[src/rtl/mac_seq_divider.sv]
// Sequential unsigned restoring divider: NW-bit dividend by DW-bit divisor, one quotient bit per clock.
// Valid/ready handshake on both sides; divide-by-zero returns all-ones quotient with dbz set.
module mac_seq_divider #(
    parameter int NW = 22,
    parameter int DW = 8,
    parameter int CW = 5
) (
    input  logic          clk,
    input  logic          rst_n,
    input  logic          in_valid,
    output logic          in_ready,
    input  logic [NW-1:0] dividend,
    input  logic [DW-1:0] divisor,
    output logic          out_valid,
    input  logic          out_ready,
    output logic [NW-1:0] quotient,
    output logic [DW-1:0] remainder,
    output logic          dbz
);

    typedef enum logic [1:0] {
        S_IDLE,
        S_RUN,
        S_DONE
    } state_t;

    state_t        r_state;
    state_t        w_state_next;
    logic          w_accept;
    logic          w_last_step;

    logic [CW-1:0] r_cnt;
    logic [NW-1:0] r_q;
    logic [DW:0]   r_r;
    logic [DW-1:0] r_dvs;
    logic [NW-1:0] r_quot;
    logic [DW-1:0] r_rem;
    logic          r_dbz;

    logic [DW:0]   w_rs;
    logic          w_ge;
    logic [DW:0]   w_r_step;
    logic [NW-1:0] w_q_step;

    // One restoring step: shift the next dividend bit into the partial remainder, subtract if it fits.
    assign w_rs     = (DW+1)'({r_r, r_q[NW-1]});
    assign w_ge     = (w_rs >= {1'b0, r_dvs});
    assign w_r_step = w_ge ? (w_rs - {1'b0, r_dvs}) : w_rs;
    assign w_q_step = {r_q[NW-2:0], w_ge};
    assign w_last_step = (r_cnt == CW'(1));

    always_ff @(posedge clk or negedge rst_n) begin
        if (!rst_n) begin
            r_state <= S_IDLE;
        end else begin
            r_state <= w_state_next;
        end
    end

    always_comb begin
        w_state_next = r_state;
        in_ready     = 1'b0;
        out_valid    = 1'b0;
        w_accept     = 1'b0;
        case (r_state)
            S_IDLE: begin
                in_ready = 1'b1;
                if (in_valid) begin
                    w_accept     = 1'b1;
                    w_state_next = (divisor == '0) ? S_DONE : S_RUN;
                end
            end
            S_RUN: begin
                if (w_last_step) begin
                    w_state_next = S_DONE;
                end
            end
            S_DONE: begin
                out_valid = 1'b1;
                if (out_ready) begin
                    w_state_next = S_IDLE;
                end
            end
            default: begin
                w_state_next = S_IDLE;
            end
        endcase
    end

    // Result registers are written only on entry to DONE so they hold across IDLE and RUN.
    always_ff @(posedge clk or negedge rst_n) begin
        if (!rst_n) begin
            r_cnt  <= '0;
            r_q    <= '0;
            r_r    <= '0;
            r_dvs  <= '0;
            r_quot <= '0;
            r_rem  <= '0;
            r_dbz  <= 1'b0;
        end else if (w_accept) begin
            r_q   <= dividend;
            r_dvs <= divisor;
            r_r   <= '0;
            r_cnt <= CW'(NW);
            if (divisor == '0) begin
                r_quot <= '1;
                r_rem  <= '0;
                r_dbz  <= 1'b1;
            end
        end else if (r_state == S_RUN) begin
            r_q   <= w_q_step;
            r_r   <= w_r_step;
            r_cnt <= r_cnt - CW'(1);
            if (w_last_step) begin
                r_quot <= w_q_step;
                r_rem  <= w_r_step[DW-1:0];
                r_dbz  <= 1'b0;
            end
        end
    end

    assign quotient  = r_quot;
    assign remainder = r_rem;
    assign dbz       = r_dbz;

endmodule

[config.mk]
export PLATFORM = sky130hd
export DESIGN_NAME = mac_seq_divider
export DESIGN_NICKNAME = d
export VERILOG_FILES = /design/src/rtl/mac_seq_divider.sv
export SDC_FILE = /design/constraint.sdc
export NUM_CORES = 1
export LEC_CHECK = 0
export ABC_AREA = 1
export ABC_CLOCK_PERIOD_IN_PS = 1800
export CORE_ASPECT_RATIO = 1.2
export CORE_UTILIZATION = 23
export CTS_CLUSTER_DIAMETER = 80
export CTS_CLUSTER_SIZE = 8
export DETAILED_ROUTE_END_ITERATION = 8
export PLACE_DENSITY = 0.5
export SLEW_MARGIN = 5
export SYNTH_ARGS = -nofsm -noshare
export SYNTH_HDL_FRONTEND = slang
export SYNTH_SLANG_ARGS = --single-unit
[constraint.sdc]
create_clock -name clk -period 1.8 [get_ports clk]
set_input_delay 0.18 -clock clk [delete_from_list [all_inputs] [get_ports clk]]
set_output_delay 0.18 -clock clk [all_outputs]
set_load 0.02 [all_outputs]
==> results of run 1 <==
==> flip-flops by register name, indices dropped and copies added, names as in the netlist <==
name	cells
r_r	8
r_dvs	8
r_cnt	5
quotient	22
dbz	1
r_state	2
r_q	22
remainder	8
==> metal layers <==
metal,up-vias,GRT usage (%),part of all wire [%]
met5,-,0,0
met4,0,4.28,1.3
met1,1657,16.0,43
li1,1699,-,-
met3,9,2.34,3.7
met2,69,23.5,52
==> stage by stage <==
stage | area (um2) | TNS (ps) | total power, uW | hold slack (ps)
6_report | 5570 | 0 | 11800 | 363
5_1_grt | 5570 | -632 | 12800 | 423
4_1_cts | 5190 | -54.1 | 10400 | 393
3_5_place_dp | 4870 | -1640 | 8500 | 159
3_3_place_gp | 4870 | -1450 | 8430 | 155
2_1_floorplan | 3830 | 0 | 6460 | -116
==> worst max path at each step <==
stage,slack [ps],start,end,depth (start not counted)
6_report,60,r_r[2],remainder[6],12
3_3_place_gp,-100,r_r[3],remainder[0],10
3_5_place_dp,-110,r_r[3],remainder[6],10
5_1_grt,-60,r_r[5],r_r[7],11
4_1_cts,-10,r_r[5],remainder[2],11
2_1_floorplan,130,r_r[2],r_r[5],11
==> repair_timing <==
item / in CTS / in global routing
pin swaps: 2 / 35
endpoints found under the hold margin: 31 / 0
buffers inserted: 0 / 7
gates cloned: 0 / 1
hold buffers: 1 / 0
resized for setup: 5 / 79
endpoints found under the setup margin: 16 / 19
==> cell families (layout without fill, tap and decap cells) <==
logic type	after synthesis	in the layout	synth area share [%]
and+or+nand+nor	254	254	28.9
DFF	76	76	49.6
AOI/OAI and AO/OA	69	69	9.33
buffers and inverters	64	164	7.74
adders and majority gates	11	11	3.79
xor gates and xnor gates	3	3	0.686
==> power by group <==
group	internal [uW]	switching (uW)	leakage [uW]
logic	3130	3760	0.00149
registers	2540	528	0.000935
clock network	1110	707	0.000147
total	6780	4990	0.00257
==> layout by cell type, fill, tap and decap left out, types with 4 or more instances in the layout <==
master            n
buf_4            31
buf_6             5
clkbuf_16         9
clkdlybuf4s50_1  65
dfrtp_1          74
ha_4              8
inv_1            35
inv_2             8
nand2_1          90
nand2_2          29
nand2_4           5
nand3_1          28
nand3_2           8
nand4_1           5
nor2_1           59
nor2_2            4
nor2_4            4
o21ai_0          59
or2_2            17
==> layout make-up <==
type | instances | area (um2)
clock buffer | 12 | 246
timing repair buffer | 104 | 990
tap | 212 | 265
clock inverter | 4 | 48.8
inverter | 44 | 168
sequential | 76 | 1900
multi-input combinational | 337 | 1940
fill | 1706 | 10700
==> worst register-to-register path: cells and delay by family, from the launching register on <==
family                     cells  cell delay, ps
and+or+nand+nor                9             690
buffers and inverters          2             240
DFF                            1             430
adders and majority gates      1             280
==> impl_results.md, run 1 <==
- Top cell type's share of synthesized area: 49.6%
- Clock insertion delay at the later pin of the skew report: 330 ps
- Pwr Density: 2120 mW/mm2
- Num CTS Buffers: 9
- Number of global-route vias before repair: 3,515
- FF+latch count, synth: 76
- Flop2flop setup slack: 60 ps
- Dpl hpwl: 7660 um
- Worst EP arrival: 1960 ps
- Detail-routed net length per standard cell: 13.9 um
- Post-synthesis cell count: 477
- Vias/cell: 4.35
- Maximum Capacitance Violations: 0
- Number of antenna violations at the first check in global routing: 0
- Path depth of the worst reg2reg path: 12
- Count of nets left with antenna violations after detail routing: 0
- Average cell area after synthesis: 8.04 um2
- NumNets Final: 617
- Pin count of the biggest net entering global routing: 56
- CTS tree: yes
- I/O pin count: 67
- Most common cell in the synthesized netlist: nand2_1
- Clock tree root driver cell: clkbuf_16
- Total instance count after detailed placement: 764
- Number of buffers inserted by port buffering: 66
- Async set-or-reset flop fraction in the synthesized netlist: 100%
- H-Tree Level Count: 3
- Number of warnings printed during yosys synthesis: 0
- Critical path buffer and inverter count: 2
- Detailed-routing iteration count for the pre-antenna-repair pass: 4
- Initial cell density of the core: 23.6%
- Post-synth EDFFs: 0
- Final instance count without filler cells: 789
- Period utilisation layout: 96.5%
- Vias after detailed routing: 3,434
- IR drop worst, VDD: 0.670 mV
- Leakage dissipation: 0.00257 uW
- DIE WIDTH: 120 um
- Number of max-slew violations in the final report: 0
- Top fanout value on the critical path: 4
- # DRC: 0
- Die ar.: 0.0172 mm2
- Kind of path behind the tightest hold check: in2async
- Max-Slew Margin vs Limit: 62.9%
- Flip-flop cell with the highest count after synthesis: dfrtp_1
- Element type at the critical path start: flip-flop
- Layout Utilization: 34.2%
- Gr usage total: 13.2%
- Fin. Hold Viols: 0
- Worst EP required: 2030 ps
- Number of sinks handled by clock tree synthesis: 76
- Unrepaired setup endpoints after global routing: true
- Count of cell types in the netlist: 33
- Post-Syn Nets: 522
- Diode count: 0
- Final Critical Period: 1740 ps
- Number of buffers between clock root and the deepest sink: 2
- Wire length of the first global-routing pass: 17,700 um
- Fraction of final layout cells with drive strength greater than 1: 25.5%
- Area of the core: 0.0163 mm2
- Clock-pin slew on the worst setup and hold paths: 60 ps
- Number of placement rows: 51
- Die Y-Extent: 143 um
- Most common library cells after synthesis: nand2_1 (122), dfrtp_1 (76), nor2_1 (64)
- Sort of element at the end of the critical path: flip-flop
- Total wire length: 11,000 um
- Overall overflow remaining after global route: 0
- Final setup violation count: 0
- Kind of critical path: reg2reg
- Post-synth design cell area: 0.00383 mm2
- Crit Reg-Reg Startpoint: r_r[2]
- Area leader, netlist: dfrtp_1
- Area added between synthesis and finish: 45.2%
- Final setup skew: 6.70 ps
- Sequential share of the synthesized area: 49.6%
- Standard cell with the maximum stage delay on the critical path: dfrtp_1
- Iter 0 DRT Violations: 154
- Cells along the critical path: ha_4 -> nand2_4 -> inv_1 -> nand2_2 -> nand2_1 -> nand2_1 -> nand4_1 -> buf_6 -> nand2_2 -> nand2_2 -> nand3_1 -> nand2_1
- Maximum frequency from static timing analysis: 576 MHz
- Largest delay contributor family on the critical path: simple AND/OR/NAND/NOR gates
- Critical Path Max Stage Delay: 430 ps
- Biggest area contributors in the synthesized netlist: dfrtp_1 (50%), nand2_1 (12%), o21ai_0 (7.7%)
- GP Congestion: 0.812
- Result of the run: completed
- Tightest Pin Transition: 557 ps
- Final worst slack: 62.5 ps
- Pre-CTS setup slack: -114 ps
- Reg-to-reg endpoint: remainder[6]
(Power assumes the default switching activity.)
==> run 2, diff against run 1 <==
--- a/config.mk
+++ b/config.mk
@@ -7,12 +7,14 @@
 export LEC_CHECK = 0
 export ABC_AREA = 1
 export ABC_CLOCK_PERIOD_IN_PS = 1800
+export CELL_PAD_IN_SITES_DETAIL_PLACEMENT = 0
+export CELL_PAD_IN_SITES_GLOBAL_PLACEMENT = 1
 export CORE_ASPECT_RATIO = 1.2
 export CORE_UTILIZATION = 23
 export CTS_CLUSTER_DIAMETER = 80
 export CTS_CLUSTER_SIZE = 8
 export DETAILED_ROUTE_END_ITERATION = 8
-export PLACE_DENSITY = 0.5
+export PLACE_DENSITY = 0.61
 export SLEW_MARGIN = 5
 export SYNTH_ARGS = -nofsm -noshare
 export SYNTH_HDL_FRONTEND = slang
==> impl_results.md, run 2 (same netlist as run 1, synthesis figures left out) <==
- GP Congestion: 0.761
- Initial cell density of the core: 23.6%
- Number of global-route vias before repair: 3,436
- # DRC: 0
- Reg-to-reg endpoint: remainder[4]
- Maximum frequency from static timing analysis: 560 MHz
- Most frequent cells in the layout: nand2_1 (95), dfrtp_1 (75), clkdlybuf4s50_1 (65)
- Count of nets left with antenna violations after detail routing: 0
- Vias after detailed routing: 3,406
- Worst EP arrival: 2010 ps
- NumNets Final: 622
- Multi-input gate area: 0.00186 mm2
- Final worst slack: 15.1 ps
- H-Tree Level Count: 3
- Area of the core: 0.0163 mm2
- Kind of critical path: reg2reg
- Clock network power share: 15.8%
- Footprint of the flip-flops and latches: 0.00190 mm2
- Detail-routed net length per standard cell: 13.7 um
- Die Y-Extent: 143 um
- Fraction of final layout cells with drive strength greater than 1: 24.7%
- Number of buffers between clock root and the deepest sink: 2
- Sort of element at the end of the critical path: flip-flop
- Number of placement rows: 51
- Top fanout value on the critical path: 5
- Vias/cell: 4.29
- Diode count: 0
- Fillers: 1,725
- Launching instance or port of the critical path: r_r[5]
- Cell-internal power: 6700 uW
- Number of sinks handled by clock tree synthesis: 76
- Final Critical Period: 1780 ps
- Layout Utilization: 33.9%
- Overall overflow remaining after global route: 0
- Total net switching power: 4890 uW
- Worst EP required: 2020 ps
- Pin count of the biggest net entering global routing: 56
- Clock-pin slew on the worst setup and hold paths: 60 ps
- Unrepaired setup endpoints after global routing: true
- Path depth of the worst reg2reg path: 10
- Number of max-slew violations in the final report: 0
- Clock insertion delay at the later pin of the skew report: 340 ps
- CTS tree: yes
- IR drop worst, VDD: 0.686 mV
- Flop2flop setup slack: 20 ps
- Period utilisation layout: 99.2%
- Result of the run: completed
- Clock tree root driver cell: clkbuf_16
- Max-Slew Margin vs Limit: 64.4%
- Element type at the critical path start: flip-flop
- Die ar.: 0.0172 mm2
- Total wire length: 10,900 um
- DIE WIDTH: 120 um
- I/O pin count: 67
- Pre-CTS setup slack: -134 ps
- Share of total power consumed by net switching: 42.2%
- Wire length of the first global-routing pass: 17,600 um
- Number of buffers inserted by port buffering: 66
- Detailed-routing iteration count for the pre-antenna-repair pass: 4
- Kind of path behind the tightest hold check: in2async
- Number of antenna violations at the first check in global routing: 0
- Leading cell type in the layout, fill and taps excluded: nand2_1
- Maximum Capacitance Violations: 0
- Combinational Power Share: 57.7%
- End of the critical path: remainder[4]
- Pwr Density: 2100 mW/mm2
- Fin. Hold Viols: 0
- Final setup skew: 6.32 ps
- Iter 0 DRT Violations: 132
- Leakage dissipation: 0.00257 uW
- Gr usage total: 13.3%
- Tightest Pin Transition: 534 ps
- Dpl hpwl: 7890 um
- Num CTS Buffers: 9
- Share of power burned in registers: 26.4%
- Final setup violation count: 0
- Total negative setup slack: 0 ps
- Crit Reg-Reg Startpoint: r_r[5]
- Area added between synthesis and finish: 43.9%
==> run 2: cell types whose count changed in the layout (fill, tap and decap cells not counted), moves of 2 or more <==
cell and delta:
nand2_2 -3, nand3_1 +5, nand2_4 -2, inv_2 +4
buf_6 -2, ha_4 -2, nand2_1 +5, nand3_2 -4
buf_4 +7, inv_1 -4
==> run 2: metrics by stage <==
step / hold WS (ps) / power (uW) / std cells / cell area (um2)
6_report: 244 / 11600 / 794 / 5520
5_1_grt: 284 / 12600 / 794 / 5520
4_1_cts: 252 / 10800 / 786 / 5290
3_5_place_dp: 76.1 / 8650 / 769 / 4910
3_3_place_gp: 72.8 / 8580 / 769 / 4910
2_1_floorplan: -116 / 6460 / 477 / 3830
==> run 2: power groups by stage <==
stage	Sequential [uW]	Clock (uW)	Combinational, uW
3_3_place_gp	3030	0	5550
5_1_grt	3170	1960	7450
3_5_place_dp	3060	0	5590
2_1_floorplan	3300	0	3160
4_1_cts	3050	1890	5840
6_report	3070	1830	6690
==> run 2: how the worst min path moves through the flow <==
| stage | startpoint | endpoint | slack, ps | cells after the start |
|---|---|---|---|---|
| final | rst_n | quotient[14] | 240 | 2 |
| after global routing | rst_n | quotient[10] | 280 | 2 |
| after CTS | rst_n | quotient[10] | 250 | 2 |
| after detailed placement | rst_n | quotient[14] | 80 | 1 |
| after global placement | rst_n | quotient[14] | 70 | 1 |
| after floorplan | rst_n | dbz | -120 | 0 |
==> run 2: critical path, cell delays in order, from the launching register on <==
cell and delay (ps):
dfrtp_1 420, ha_4 290, nand2_2 70, nand2_2 60, a21oi_2 180, nand4_1 190
buf_6 190, nand2_1 70, nand2_1 70, nand3_1 70, nand2_1 60
==> run 2: area by class of cell <==
| cell class | instances | area share (%) |
|---|---|---|
| Clock buffer | 11 | 4.40 |
| Tap cell | 212 | 4.81 |
| Timing Repair Buffer | 109 | 18.5 |
| Inverter | 44 | 3.04 |
| Clock inverter | 5 | 1.09 |
| Sequential cell | 76 | 34.5 |
| Multi-Input combinational cell | 337 | 33.7 |
==> run 2: timing repair <==
action	CTS	global route
resized for setup	12	56
buffers inserted	0	7
hold buffers	1	0
pin swaps	0	28
endpoints found under the hold margin	15	0
endpoints found under the setup margin	18	19
gates cloned	0	1
==> run 2: metal layers <==
layer	GRT usage [%]	vias up	wire length [um]	share of wire (%)
met5	0	-	0	0
met4	4.34	0	126	1.2
met3	3.02	9	476	4.4
met2	22.8	64	5380	49
met1	16.5	1611	4910	45
li1	-	1722	-	-
==> run 3, diff against run 2 <==
--- a/config.mk
+++ b/config.mk
@@ -14,6 +14,7 @@
 export CTS_CLUSTER_DIAMETER = 80
 export CTS_CLUSTER_SIZE = 8
 export DETAILED_ROUTE_END_ITERATION = 8
+export GPL_TIMING_DRIVEN = 0
 export PLACE_DENSITY = 0.61
 export SLEW_MARGIN = 5
 export SYNTH_ARGS = -nofsm -noshare
==> impl_results.md, run 3 (same netlist as run 1, synthesis figures left out) <==
- Pre-CTS setup slack: -279 ps
- Kind of critical path: reg2out
- Clock-pin slew on the worst setup and hold paths: 60 ps
- Period utilisation layout: 95.7%
- Crit Reg-Reg Startpoint: r_state[1]
- Area of the core: 0.0163 mm2
- DIE WIDTH: 120 um
- Die ar.: 0.0172 mm2
- Iter 0 DRT Violations: 163
- Wire length of the first global-routing pass: 18,200 um
- Cells along the critical path: nor2_2 -> clkdlybuf4s50_1
- NumNets Final: 613
- Dpl hpwl: 7950 um
- Die Y-Extent: 143 um
- Unrepaired setup endpoints after global routing: true
- Element type at the critical path start: flip-flop
- Pin count of the biggest net entering global routing: 64
- Final Power: 11,200 uW
- Critical path buffer and inverter count: 1
- IR drop worst, VDD: 0.685 mV
- Vias/cell: 4.32
- Tightest Pin Transition: 575 ps
- Maximum Capacitance Violations: 0
- Standard cell with the maximum stage delay on the critical path: clkdlybuf4s50_1
- Initial cell density of the core: 23.6%
- Most frequent cells in the layout: nand2_1 (116), dfrtp_1 (74), clkdlybuf4s50_1 (64)
- Clock tree root driver cell: clkbuf_16
- Largest delay contributor family on the critical path: buffers and inverters
- # DRC: 0
- Launching instance or port of the critical path: r_state[1]
- Area added between synthesis and finish: 42.3%
- Total wire length: 11,100 um
- Final setup violation count: 0
- Max-Slew Margin vs Limit: 61.7%
- Pwr Density: 2060 mW/mm2
- Final design instance area without fill: 0.00545 mm2
- Number of sinks handled by clock tree synthesis: 76
- Number of max-slew violations in the final report: 0
- Vias after detailed routing: 3,394
- Worst EP arrival: 1540 ps
- Footprint of the flip-flops and latches: 0.00190 mm2
- Sort of element at the end of the critical path: output pin
- Leakage dissipation: 0.00256 uW
- Final worst slack: 77.5 ps
- Num CTS Buffers: 9
- Gr usage total: 13.8%
- Worst-case hold slack: 237 ps
- Number of placement rows: 51
- Final Critical Period: 1720 ps
- Final setup skew: 6.53 ps
- Number of gates on the worst path with buffers counted: 2
- Layout Utilization: 33.5%
- Worst EP required: 1620 ps
- Kind of path behind the tightest hold check: in2async
- Area after DPL: 0.00478 mm2
- I/O pin count: 67
- Path depth of the worst reg2reg path: 5
- CTS tree: yes
- Number of buffers between clock root and the deepest sink: 2
- Number of global-route vias before repair: 3,467
- H-Tree Level Count: 3
- Number of antenna violations at the first check in global routing: 0
- Detail-routed net length per standard cell: 14.1 um
- Number of buffers inserted by port buffering: 66
- Overall overflow remaining after global route: 0
- GP Congestion: 0.779
- Fraction of final layout cells with drive strength greater than 1: 19.5%
- Diode count: 0
- Multi-input gate area: 0.00183 mm2
- Maximum frequency from static timing analysis: 581 MHz
- Count of nets left with antenna violations after detail routing: 0
- Top fanout value on the critical path: 4
- Detailed-routing iteration count for the pre-antenna-repair pass: 4
- Critical Path Max Stage Delay: 610 ps
- Leading cell type in the layout, fill and taps excluded: nand2_1
- Fillers: 1,704
- Result of the run: completed
- Fin. Hold Viols: 0
- Clock insertion delay at the later pin of the skew report: 340 ps
## run 3: cell types whose count changed in the layout (fill, tap and decap cells not counted), sizes merged
cell           previous run  this run
clkbuf                   11        18
clkdlybuf4s50            65        64
clkinvlp                  1         0
bufinv                    1         3
inv                      45        44
dlymetal6s2s              0         1
buf                      43        27
## run 3: repair_timing
item | 4_1_cts | 5_1_grt
setup endpoints to repair | 18 | 23
hold buffers | 1 | 0
pin swaps | 7 | 15
resized for setup | 19 | 35
setup buffers | 2 | 11
endpoints found under the hold margin | 13 | 0
cloned | 0 | 0
## run 3: layer usage
| layer | global-route usage [%] | routed length [um] |
|---|---|---|
| met1 | 17.5 | 5060 |
| met4 | 4.41 | 131 |
| met3 | 2.54 | 382 |
| met2 | 23.6 | 5510 |
| met5 | 0 | 0 |
## run 3: layout make-up
cell class	instances	share of cell area [%]
clock inverters	5	1.97
inverters	44	3.07
well taps	212	4.86
flip-flops and latches	76	34.9
multi-input cells	337	33.5
repair buffers	81	14.7
plain buffers	19	2.34
clock buffers	11	4.63
## run 3: power breakdown
group | internal, uW | total [uW] | switching [uW]
clock | 1440 | 2180 | 745
combinational | 2630 | 5990 | 3370
sequential | 2540 | 3070 | 530
total | 6600 | 11200 | 4640
## run 3: path summary, 6_finish.rpt
path                           endpoint  slack (ps)
max                            in_ready          80
min                              r_r[5]         240
max reg2reg                    r_cnt[1]          90
min reg2reg                remainder[1]         480
max in group asynchronous      r_dvs[1]         960
min in group clk             r_state[1]         410
## run 3: worst reg2reg max path, stage by stage (launching register included)
cell      delay [ps]
dfrtp_1          460
nor2_2            80
nand2_1          110
buf_4            190
buf_1            470
o311ai_0         240
## run 3: per-stage QoR
stage / instances / setup TNS (ps)
after floorplan: 477 / 0
after detailed placement: 756 / -4530
after CTS: 775 / -12.0
after global routing: 785 / -139
after global placement: 755 / -185000
final: 785 / 0
